File: src/rtl/ram_bist_ctrl.sv
// ram_bist_ctrl
//   Built-in self-test sequencer for a single-port RAM with a combinational
//   read port. On start it writes expected(k) = 2*k + seed (mod 2^WORD_SIZE)
//   to every address, reads every address back, counts the mismatches and
//   remembers the first failing address.
//
// Ports
//   clk            rising-edge clock
//   rst_n          synchronous active-low reset
//   start          begin a run (sampled only while idle)
//   mode           00 fill+verify, 01 fill only, 10 verify only, 11 = 00
//   seed           pattern offset, latched when the run starts
//   mem_addr       RAM address
//   mem_wdata      RAM write data
//   mem_wr         RAM write strobe (high only in the write-setup cycle)
//   mem_cs         RAM chip select
//   mem_rdata      RAM combinational read data
//   busy           run in progress
//   done           one-cycle pulse at the end of a run
//   pass           last run saw no mismatch (held until the next start)
//   err_count      mismatches seen in the last run
//   first_err_addr address of the first mismatch (valid when err_count != 0)
module ram_bist_ctrl #(
    parameter int ADDR_SIZE   = 10,
    parameter int WORD_SIZE   = 8,
    parameter int MEMORY_SIZE = 1024
) (
    input  logic                 clk,
    input  logic                 rst_n,
    input  logic                 start,
    input  logic [1:0]           mode,
    input  logic [WORD_SIZE-1:0] seed,
    output logic [ADDR_SIZE-1:0] mem_addr,
    output logic [WORD_SIZE-1:0] mem_wdata,
    output logic                 mem_wr,
    output logic                 mem_cs,
    input  logic [WORD_SIZE-1:0] mem_rdata,
    output logic                 busy,
    output logic                 done,
    output logic                 pass,
    output logic [ADDR_SIZE:0]   err_count,
    output logic [ADDR_SIZE-1:0] first_err_addr
);

    typedef enum logic [2:0] {
        IDLE,
        WR_SET,
        WR_HOLD,
        RD_SET,
        RD_CMP,
        DONE
    } state_t;

    localparam logic [ADDR_SIZE-1:0] LAST_ADDR = ADDR_SIZE'(MEMORY_SIZE - 1);

    state_t                 state, state_nxt;
    logic [ADDR_SIZE-1:0]   k_q, k_nxt;
    logic [WORD_SIZE-1:0]   seed_q;
    logic [WORD_SIZE-1:0]   seed_eff;
    logic                   fill_only_q;

    logic [ADDR_SIZE-1:0]   mem_addr_nxt;
    logic [WORD_SIZE-1:0]   mem_wdata_nxt;
    logic                   mem_wr_nxt;
    logic                   mem_cs_nxt;
    logic                   busy_nxt;
    logic                   done_nxt;
    logic                   pass_nxt;
    logic [ADDR_SIZE:0]     err_nxt;
    logic [ADDR_SIZE-1:0]   first_nxt;

    // Test pattern: low WORD_SIZE bits of 2*addr + seed.
    function automatic logic [WORD_SIZE-1:0] pattern(
        input logic [ADDR_SIZE-1:0] a,
        input logic [WORD_SIZE-1:0] s
    );
        return WORD_SIZE'({a, 1'b0}) + s;
    endfunction

    always_comb begin
        state_nxt = state;
        k_nxt     = k_q;
        err_nxt   = err_count;
        first_nxt = first_err_addr;
        pass_nxt  = pass;
        // The live seed drives the very first write, since seed_q is only
        // loaded on the same edge that leaves IDLE.
        seed_eff  = (state == IDLE) ? seed : seed_q;

        unique case (state)
            IDLE: begin
                if (start) begin
                    err_nxt   = '0;
                    first_nxt = '0;
                    pass_nxt  = 1'b0;
                    k_nxt     = '0;
                    state_nxt = (mode == 2'b10) ? RD_SET : WR_SET;
                end
            end
            WR_SET: state_nxt = WR_HOLD;
            WR_HOLD: begin
                if (k_q == LAST_ADDR) begin
                    k_nxt     = '0;
                    state_nxt = fill_only_q ? DONE : RD_SET;
                end else begin
                    k_nxt     = k_q + ADDR_SIZE'(1);
                    state_nxt = WR_SET;
                end
            end
            RD_SET: state_nxt = RD_CMP;
            RD_CMP: begin
                if (mem_rdata != pattern(k_q, seed_q)) begin
                    err_nxt = err_count + (ADDR_SIZE+1)'(1);
                    if (err_count == '0) begin
                        first_nxt = k_q;
                    end
                end
                if (k_q == LAST_ADDR) begin
                    k_nxt     = '0;
                    state_nxt = DONE;
                end else begin
                    k_nxt     = k_q + ADDR_SIZE'(1);
                    state_nxt = RD_SET;
                end
            end
            DONE: state_nxt = IDLE;
            default: state_nxt = IDLE;
        endcase

        // Outputs are registered, so they are decoded from the state being
        // entered; pass includes a mismatch found in the final compare.
        if (state_nxt == DONE) begin
            pass_nxt = (err_nxt == '0);
        end
        busy_nxt      = (state_nxt == WR_SET) || (state_nxt == WR_HOLD) ||
                        (state_nxt == RD_SET) || (state_nxt == RD_CMP);
        done_nxt      = (state_nxt == DONE);
        mem_cs_nxt    = busy_nxt;
        mem_wr_nxt    = (state_nxt == WR_SET);
        mem_addr_nxt  = busy_nxt ? k_nxt : '0;
        mem_wdata_nxt = ((state_nxt == WR_SET) || (state_nxt == WR_HOLD)) ?
                        pattern(k_nxt, seed_eff) : '0;
    end

    always_ff @(posedge clk) begin
        if (!rst_n) begin
            state          <= IDLE;
            k_q            <= '0;
            fill_only_q    <= 1'b0;
            mem_addr       <= '0;
            mem_wdata      <= '0;
            mem_wr         <= 1'b0;
            mem_cs         <= 1'b0;
            busy           <= 1'b0;
            done           <= 1'b0;
            pass           <= 1'b0;
            err_count      <= '0;
            first_err_addr <= '0;
        end else begin
            state          <= state_nxt;
            k_q            <= k_nxt;
            if (state == IDLE && start) begin
                fill_only_q <= (mode == 2'b01);
            end
            mem_addr       <= mem_addr_nxt;
            mem_wdata      <= mem_wdata_nxt;
            mem_wr         <= mem_wr_nxt;
            mem_cs         <= mem_cs_nxt;
            busy           <= busy_nxt;
            done           <= done_nxt;
            pass           <= pass_nxt;
            err_count      <= err_nxt;
            first_err_addr <= first_nxt;
        end
    end

    // Pattern seed is plain data and needs no reset.
    always_ff @(posedge clk) begin
        if (state == IDLE && start) begin
            seed_q <= seed;
        end
    end

endmodule

File: config.mk
export PLATFORM = sky130hd
export DESIGN_NAME = ram_bist_ctrl
export DESIGN_NICKNAME = d
export VERILOG_FILES = /design/src/rtl/ram_bist_ctrl.sv
export SDC_FILE = /design/constraint.sdc
export NUM_CORES = 1
export LEC_CHECK = 0
export ABC_AREA = 1
export BUFFER_PORTS_ARGS = -buffer_cell sky130_fd_sc_hd__buf_2
export CAP_MARGIN = 30
export CORE_MARGIN = 5
export CORE_UTILIZATION = 55
export CTS_CLUSTER_DIAMETER = 150
export CTS_CLUSTER_SIZE = 16
export DETAILED_ROUTE_END_ITERATION = 16
export PLACE_DENSITY = 0.84
export SYNTH_ARGS = -nofsm -noshare
export SYNTH_HDL_FRONTEND = slang
export SYNTH_SLANG_ARGS = --single-unit
export TNS_END_PERCENT = 20
File: constraint.sdc
create_clock -name clk -period 4.4 [get_ports clk]
set_clock_uncertainty 0.1 [all_clocks]
set_input_delay 0.88 -clock clk [delete_from_list [all_inputs] [get_ports clk]]
set_output_delay 0.88 -clock clk [all_outputs]
set_load 0.01 [all_outputs]
==> flow_metrics.env, run 1 <==
export IMPL_clock_path_buffers=2
export IMPL_fill_cells=534
export IMPL_power_leakage_nw=2.008
export IMPL_rsz0062_at_grt="false"
export IMPL_final_layout_size_suffix_gt1_share_pct=23.23
export IMPL_h_tree_depth=3
export IMPL_relSlewSlack_pct=64.22
export IMPL_crit_fanout=6
export IMPL_port_buffers=64
export IMPL_placed_cell_area_sq_mm=0.003958
export IMPL_total_power_mw=1.341
export IMPL_crit_type="flip-flop to flip-flop"
export IMPL_p_per_area_mw_per_mm2=322.3
export IMPL_vias=3257
export IMPL_cts_buffers=9
export IMPL_syn_nets=518
export IMPL_hold_path_class="flip-flop to flip-flop"
export IMPL_cp_required_ns=4.52
export IMPL_holdWs_ns=0.3691
export IMPL_ir_worst_vdd_uv=238.9
export IMPL_grt_use_total_pct=21.31
export IMPL_critPathBufInv=1
export IMPL_row_count=29
export IMPL_syn_inst=480
export IMPL_cts_resized=0
export IMPL_ant_nets=0
export IMPL_drt_total_wl_microns=8311
export IMPL_crit_arrival_ns=3.53
export IMPL_max_stage_delay_ns=0.49
export IMPL_stdcell_count=628
export IMPL_dp_hpwl_microns=6356
export IMPL_gp_congestion=0.8953
export IMPL_dieArea_sq_mm=0.008194
export IMPL_fin_crit_ns=3.401
export IMPL_period_share_pct=77.30
export IMPL_viasPerCell=5.186
export IMPL_drtIter0Drc=191
export IMPL_crit_path_cell_trace="ha_1 -> nand2_2 -> nor2_4 -> nand3_2 -> nor3b_4 -> nor2_2 -> inv_1 -> o22ai_1 -> fa_1 -> nand2_1 -> nand2_1 -> a21oi_1 -> o21ai_0 -> a21oi_1 -> xnor2_1 -> xor2_1 -> nor2_1"
export IMPL_root_buffer="clkbuf_8"
export IMPL_tightestPinTransition_ns=0.5360
export IMPL_place_ws_ns=0.8425
export IMPL_end_kind="flip-flop"
export IMPL_synth_seq_area_share_pct=38.74
export IMPL_yosysWarningCount=0
export IMPL_finalSetupTns_ns=0
export IMPL_ys_ff_latch=65
export IMPL_cts_setup_buffers=0
export IMPL_floorplan_initialDensity_pct=56.48
export IMPL_postCtsHoldBufs=0
export IMPL_stdcell_area_sq_mm=0.004160
export IMPL_drtPass1Iterations=5
export IMPL_ys_types=39
export IMPL_overflow=0
export IMPL_syn2layout_area_growth_pct=16.67
export IMPL_max_cap_violations=0
export IMPL_die_w_microns=90.52
export IMPL_n_antenna_cell=0
export IMPL_slew_viol_final=0
export IMPL_syn_area_sq_mm=0.003566
export IMPL_worstRegToRegCells=17
export IMPL_critical_path_top_delay_family="simple AND/OR/NAND/NOR gates"
export IMPL_cts_sinks=65
export IMPL_setup_viol=0
export IMPL_antenna_found_initial=0
export IMPL_grt_max_degree=25
export IMPL_dp_cells=612
export IMPL_hold_violations=0
export IMPL_design_portCount=65
export IMPL_remaining_drc_errors=0
export IMPL_final_nets=584
export IMPL_start_kind="flip-flop"
export IMPL_worstSkewPairLatency_ns=0.34
export IMPL_slowest_stage="dfxtp_1"
export IMPL_syn_area_per_cell_sq_um=7.429
export IMPL_max_freq_mhz=294.0
export IMPL_grt_pass1_vias=3241
export IMPL_path_depth=17
export IMPL_routedWlPerCell_microns=13.23
export IMPL_outcome="finished clean"
export IMPL_post_route_util_pct=65.89
export IMPL_setup_ws_ns=0.9990
export IMPL_core_region_area_sq_mm=0.006314
export IMPL_clk_pin_slew_ns=0.07
export IMPL_worstHoldPathCells=2
export IMPL_grt_pass1_wl_microns=14700
export IMPL_cts_tree="built"
export IMPL_die_height_microns=90.52
-- cell families after synthesis --
family / Yosys count / synth area share [%]
muxes: 7 / 2.175
AOI/OAI and AO/OA: 49 / 8.070
and+or+nand+nor: 243 / 31.65
adders and majority gates: 17 / 6.386
DFF: 65 / 38.74
xor gates and xnor gates: 13 / 3.193
buffers and inverters: 86 / 9.789
-- sequential cells by signal (all words and copies together), names as in the netlist, 3 cells and up --
| register | flops |
|---|---|
| k_q | 10 |
| seed_q | 8 |
| mem_wdata | 8 |
| mem_addr | 10 |
| first_err_addr | 10 |
| err_count | 11 |
| state | 3 |
-- power breakdown --
group	switching (mW)	internal, mW	total (mW)
sequential	0.0123	0.624	0.636
combinational	0.129	0.0744	0.203
clock	0.217	0.285	0.501
total	0.358	0.983	1.34
-- Yosys cell counts --
cell type | instances | area (sq um)
ha_1 | 15 | 187.7
buf_2 | 3 | 15.01
nor3b_4 | 1 | 18.77
buf_6 | 2 | 22.52
a211oi_1 | 2 | 15.01
nor4_1 | 3 | 18.77
dfxtp_1 | 57 | 1141
edfxtp_1 | 8 | 240.2
nor3_1 | 6 | 30.03
o21ai_0 | 12 | 60.06
clkbuf_1 | 5 | 18.77
inv_2 | 5 | 18.77
nand2_1 | 108 | 405.4
buf_1 | 1 | 3.750
nor2_4 | 3 | 33.78
xnor2_1 | 3 | 26.28
o22ai_1 | 2 | 12.51
nor2_2 | 15 | 93.84
o21ai_1 | 1 | 5.000
nor2_1 | 49 | 183.9
nand3_1 | 28 | 140.1
mux2i_1 | 1 | 10.01
o21ai_2 | 2 | 17.52
a21oi_1 | 23 | 115.1
fa_1 | 2 | 40.04
nor3b_1 | 3 | 22.52
a211o_2 | 1 | 10.01
mux2_2 | 6 | 67.56
nand2_4 | 1 | 11.26
o211ai_2 | 1 | 12.51
nand4_1 | 18 | 112.6
a21oi_2 | 3 | 26.28
a31oi_1 | 1 | 6.260
buf_4 | 2 | 15.01
o21a_1 | 1 | 7.510
nand2_2 | 6 | 37.54
inv_1 | 68 | 255.2
nand3_2 | 2 | 20.02
xor2_1 | 10 | 87.58
-- area by class of cell --
| class | count | area (sq um) | share of cell area [%] |
|---|---|---|---|
| Clock buffer | 15 | 197.7 | 4.752 |
| Clock inverter | 1 | 5.005 | 0.1203 |
| Inverter | 73 | 274.0 | 6.586 |
| Multi-Input combinational cell | 329 | 1836 | 44.12 |
| Sequential cell | 65 | 1381 | 33.20 |
| Tap cell | 77 | 96.34 | 2.316 |
| Timing Repair Buffer | 68 | 370.4 | 8.902 |
-- cells in the final DEF (no fill, tap or decap), types with 6 or more instances in the layout --
| cell type | Yosys | layout |
|---|---|---|
| buf_2 | 3 | 64 |
| nor2_2 | 15 | 15 |
| o21ai_0 | 12 | 12 |
| xor2_1 | 10 | 10 |
| ha_1 | 15 | 15 |
| mux2_2 | 6 | 6 |
| clkbuf_8 | 0 | 12 |
| nand2_2 | 6 | 6 |
| nand4_1 | 18 | 18 |
| inv_1 | 68 | 68 |
| nor2_1 | 49 | 49 |
| dfxtp_1 | 57 | 57 |
| nand3_1 | 28 | 28 |
| edfxtp_1 | 8 | 8 |
| nor3_1 | 6 | 6 |
| nand2_1 | 108 | 108 |
| a21oi_1 | 23 | 23 |
-- path summary, 6_finish.rpt --
check,from,to,slack [ns]
max,k_q[1],mem_wdata[7],1.0
min,first_err_addr[4],first_err_addr[4],0.37
max reg2reg,k_q[1],mem_wdata[7],1.0
min reg2reg,first_err_addr[4],first_err_addr[4],0.37
-- layer usage --
| metal | share of wire, % | vias up | global-route usage, % | routed length, microns |
|---|---|---|---|---|
| met1 | 43 | 1477 | 26.75 | 3578 |
| met4 | 1.1 | 0 | 8.933 | 88 |
| met3 | 5.5 | 11 | 3.667 | 455 |
| met2 | 50 | 96 | 35.84 | 4189 |
| li1 | - | 1673 | - | - |
| met5 | 0 | - | 0 | 0 |
-- tightest hold or removal path: stages (launching register included) --
cell	delay (ns)
dfxtp_1	0.32
nand2_1	0.06
a21oi_1	0.05
No activity file was read; power rests on OpenSTA's default activity.
==> run 2: changes to the inputs <==
- ABC_AREA: 1 -> 0
- clock period: 4.4 -> 3.42 ns (I/O delays scaled with it)
==> run 2 against run 1 <==
- sequential power grew 29%
- flip-flop and latch count is the same
- routed wire length grew 3.4%
- count of clock-buffer cells in the layout shrank 6
- setup slack lost 0.90 ns
- clock power grew 30%
- non-clock buffer count grew 15
- register-to-register slack lost 0.90 ns
- area after synthesis shrank 5.6%
- cell count shrank 13%
- largest power group unchanged
==> flow_metrics.env, run 2 <==
export IMPL_outcome="finished clean"
export IMPL_ys_types=53
export IMPL_overflow=0
export IMPL_port_buffers=64
export IMPL_syn_nets=421
export IMPL_p_per_area_mw_per_mm2=424.9
export IMPL_cts_sinks=65
export IMPL_fill_cells=451
export IMPL_crit_arrival_ns=3.46
export IMPL_power_leakage_nw=1.872
export IMPL_drt_total_wl_microns=8595
export IMPL_ys_ff_latch=65
export IMPL_final_nets=502
export IMPL_final_common_cell="buf_2"
export IMPL_drtIter0Drc=316
export IMPL_end_kind="flip-flop"
export IMPL_floorplan_initialDensity_pct=56.87
export IMPL_grt_use_total_pct=22.71
export IMPL_final_cell_mix="buf_2 (64), dfxtp_1 (55), nand2_1 (47)"
export IMPL_largest_register_ffs=11
export IMPL_synth_edf_count=8
export IMPL_cts_buffers=9
export IMPL_grt_pass1_vias=2939
export IMPL_grt_pass1_wl_microns=13600
export IMPL_dp_hpwl_microns=6142
export IMPL_max_freq_mhz=300.8
export IMPL_n_antenna_cell=0
export IMPL_ys_async_sr_fraction_pct=0
export IMPL_top_register="err_count"
export IMPL_crit_path_cell_trace="ha_2 -> and3_1 -> and3_4 -> and3_4 -> and3_4 -> or2_4 -> o21ai_2 -> ha_2 -> fa_2 -> a21o_1 -> a21o_1 -> a21o_1 -> a21oi_2 -> xnor2_1 -> xnor2_1 -> nor2_1"
export IMPL_fin_crit_ns=3.324
export IMPL_period_share_pct=97.20
export IMPL_crit_fanout=4
export IMPL_viasPerCell=5.743
export IMPL_gp_congestion=0.8945
export IMPL_drtPass1Iterations=5
export IMPL_cp_required_ns=3.55
export IMPL_cts_tree="built"
export IMPL_slowest_stage="fa_2"
export IMPL_ant_nets=0
export IMPL_hold_violations=0
export IMPL_synth_top_cell_by_area="dfxtp_1"
export IMPL_design_portCount=65
export IMPL_postCtsHoldBufs=0
export IMPL_syn_area_sq_mm=0.003367
export IMPL_crit_type="flip-flop to flip-flop"
export IMPL_post_route_util_pct=69.91
export IMPL_syn_inst=383
export IMPL_synth_seq_area_share_pct=41.03
export IMPL_dieArea_sq_mm=0.007786
export IMPL_max_stage_delay_ns=0.39
export IMPL_final_layout_size_suffix_gt1_share_pct=27.72
export IMPL_max_cap_violations=0
export IMPL_hold_path_class="flip-flop to flip-flop"
export IMPL_core_region_area_sq_mm=0.005921
export IMPL_setup_viol=0
export IMPL_synth_most_common_cell="dfxtp_1"
export IMPL_total_power_mw=1.759
export IMPL_root_buffer="clkbuf_8"
export IMPL_die_w_microns=88.24
export IMPL_h_tree_depth=3
export IMPL_clock_path_buffers=2
export IMPL_tightestPinTransition_ns=0.6801
export IMPL_antenna_found_initial=0
export IMPL_relSlewSlack_pct=54.41
export IMPL_yosysWarningCount=0
export IMPL_row_count=28
export IMPL_synthTopCellsByArea="dfxtp_1 (34%), edfxtp_1 (7.1%), ha_1 (5.6%)"
export IMPL_clk_pin_slew_ns=0.07
export IMPL_vias=3124
export IMPL_ys_flop_type="dfxtp_1"
export IMPL_ir_worst_vdd_uv=373.5
export IMPL_synth_common_cells="dfxtp_1 (57), nand2_1 (47), nor2_1 (25)"
export IMPL_worstSkewPairLatency_ns=0.35
export IMPL_die_height_microns=88.24
export IMPL_syn_area_per_cell_sq_um=8.791
export IMPL_remaining_drc_errors=0
export IMPL_syn2layout_area_growth_pct=22.93
export IMPL_grt_max_degree=29
export IMPL_start_kind="flip-flop"
export IMPL_slew_viol_final=0
export IMPL_synth_top_cell_area_share_pct=33.89
export IMPL_routedWlPerCell_microns=15.80
## run 2: cell types whose count changed after synthesis, sizes merged, moves of 7 or more
| cell | previous run | this run |
|---|---|---|
| nand2 | 115 | 47 |
| inv | 73 | 11 |
| nor2 | 67 | 25 |
| and2 | 0 | 19 |
| nand4 | 18 | 4 |
| nand2b | 0 | 12 |
| xnor2 | 3 | 15 |
| and3 | 0 | 9 |
| a21o | 0 | 8 |
| a31oi | 1 | 8 |
| clkbuf | 5 | 12 |
## run 2: metrics by stage
| stage | TNS (ns) | hold slack [ns] | std cells | area, sq um | worst slack (ns) |
|---|---|---|---|---|---|
| finish | 0 | 0.3707 | 544 | 4139 | 0.09590 |
| global route | -0.1060 | 0.3903 | 544 | 4139 | -0.07667 |
| CTS | 0 | 0.3662 | 539 | 4059 | 0.002140 |
| detailed placement | -0.08131 | 0.3561 | 523 | 3856 | -0.07583 |
| global placement | 0 | 0.3514 | 523 | 3856 | 0.08675 |
| floorplan | 0 | 0.3814 | 383 | 3403 | 0.01285 |
## run 2: power breakdown
part           total (mW)  switching (mW)  internal, mW
logic               0.289           0.176         0.114
clock network       0.650           0.313         0.336
registers           0.820          0.0167         0.803
## run 2: final cells by class
class                   instances  area, sq um  area share [%]
multi-input cells             294         1964           47.46
flip-flops and latches         65         1384           33.43
repair buffers                 83        462.9           11.19
clock buffers                   9        123.9           2.993
well taps                      75        93.84           2.267
clock inverters                 7        68.82           1.663
inverters                      11        41.29          0.9976
## run 2: critical path: cells and delay by family (launching register included)
| family | cells | cell delay [ns] |
|---|---|---|
| AO/OA/AOI/OAI | 5 | 0.78 |
| AND/OR/NAND/NOR | 6 | 0.96 |
| XOR/XNOR | 2 | 0.28 |
| adder cells (fa/ha/maj) | 3 | 0.75 |
| flip-flops | 1 | 0.33 |
## run 2: worst paths after layout
check / from / end / slack [ns] / cells after the start
worst max-delay path: k_q[0] / mem_wdata[7] / 0.1 / 16
worst min-delay path: first_err_addr[4] / first_err_addr[4] / 0.37 / 2
worst max register to register: k_q[0] / mem_wdata[7] / 0.1 / 16
worst min register to register: first_err_addr[4] / first_err_addr[4] / 0.37 / 2
## run 2: kinds of logic after synthesis
group	after synthesis	synth area share (%)
xor+xnor	22	6.169
compound gates	80	15.27
simple gates	170	26.31
mux	4	1.338
fa+ha+maj	17	6.763
flops	65	41.03
buf+inv	25	3.121
## run 2: timing repair
item | CTS | global route
setup buffers | 0 | 4
cloned | 0 | 1
setup endpoints to repair | 2 | 13
endpoints found under the hold margin | 0 | 0
pin swaps | 1 | 10
gates resized for setup | 2 | 12
## run 2: per-layer routing
layer,part of all wire (%),up-vias,global-route usage (%)
met5,0,-,0
li1,-,1523,-
met3,8.1,16,5.214
met2,47,130,36.71
met1,43,1455,29.37
met4,1.9,0,9.341
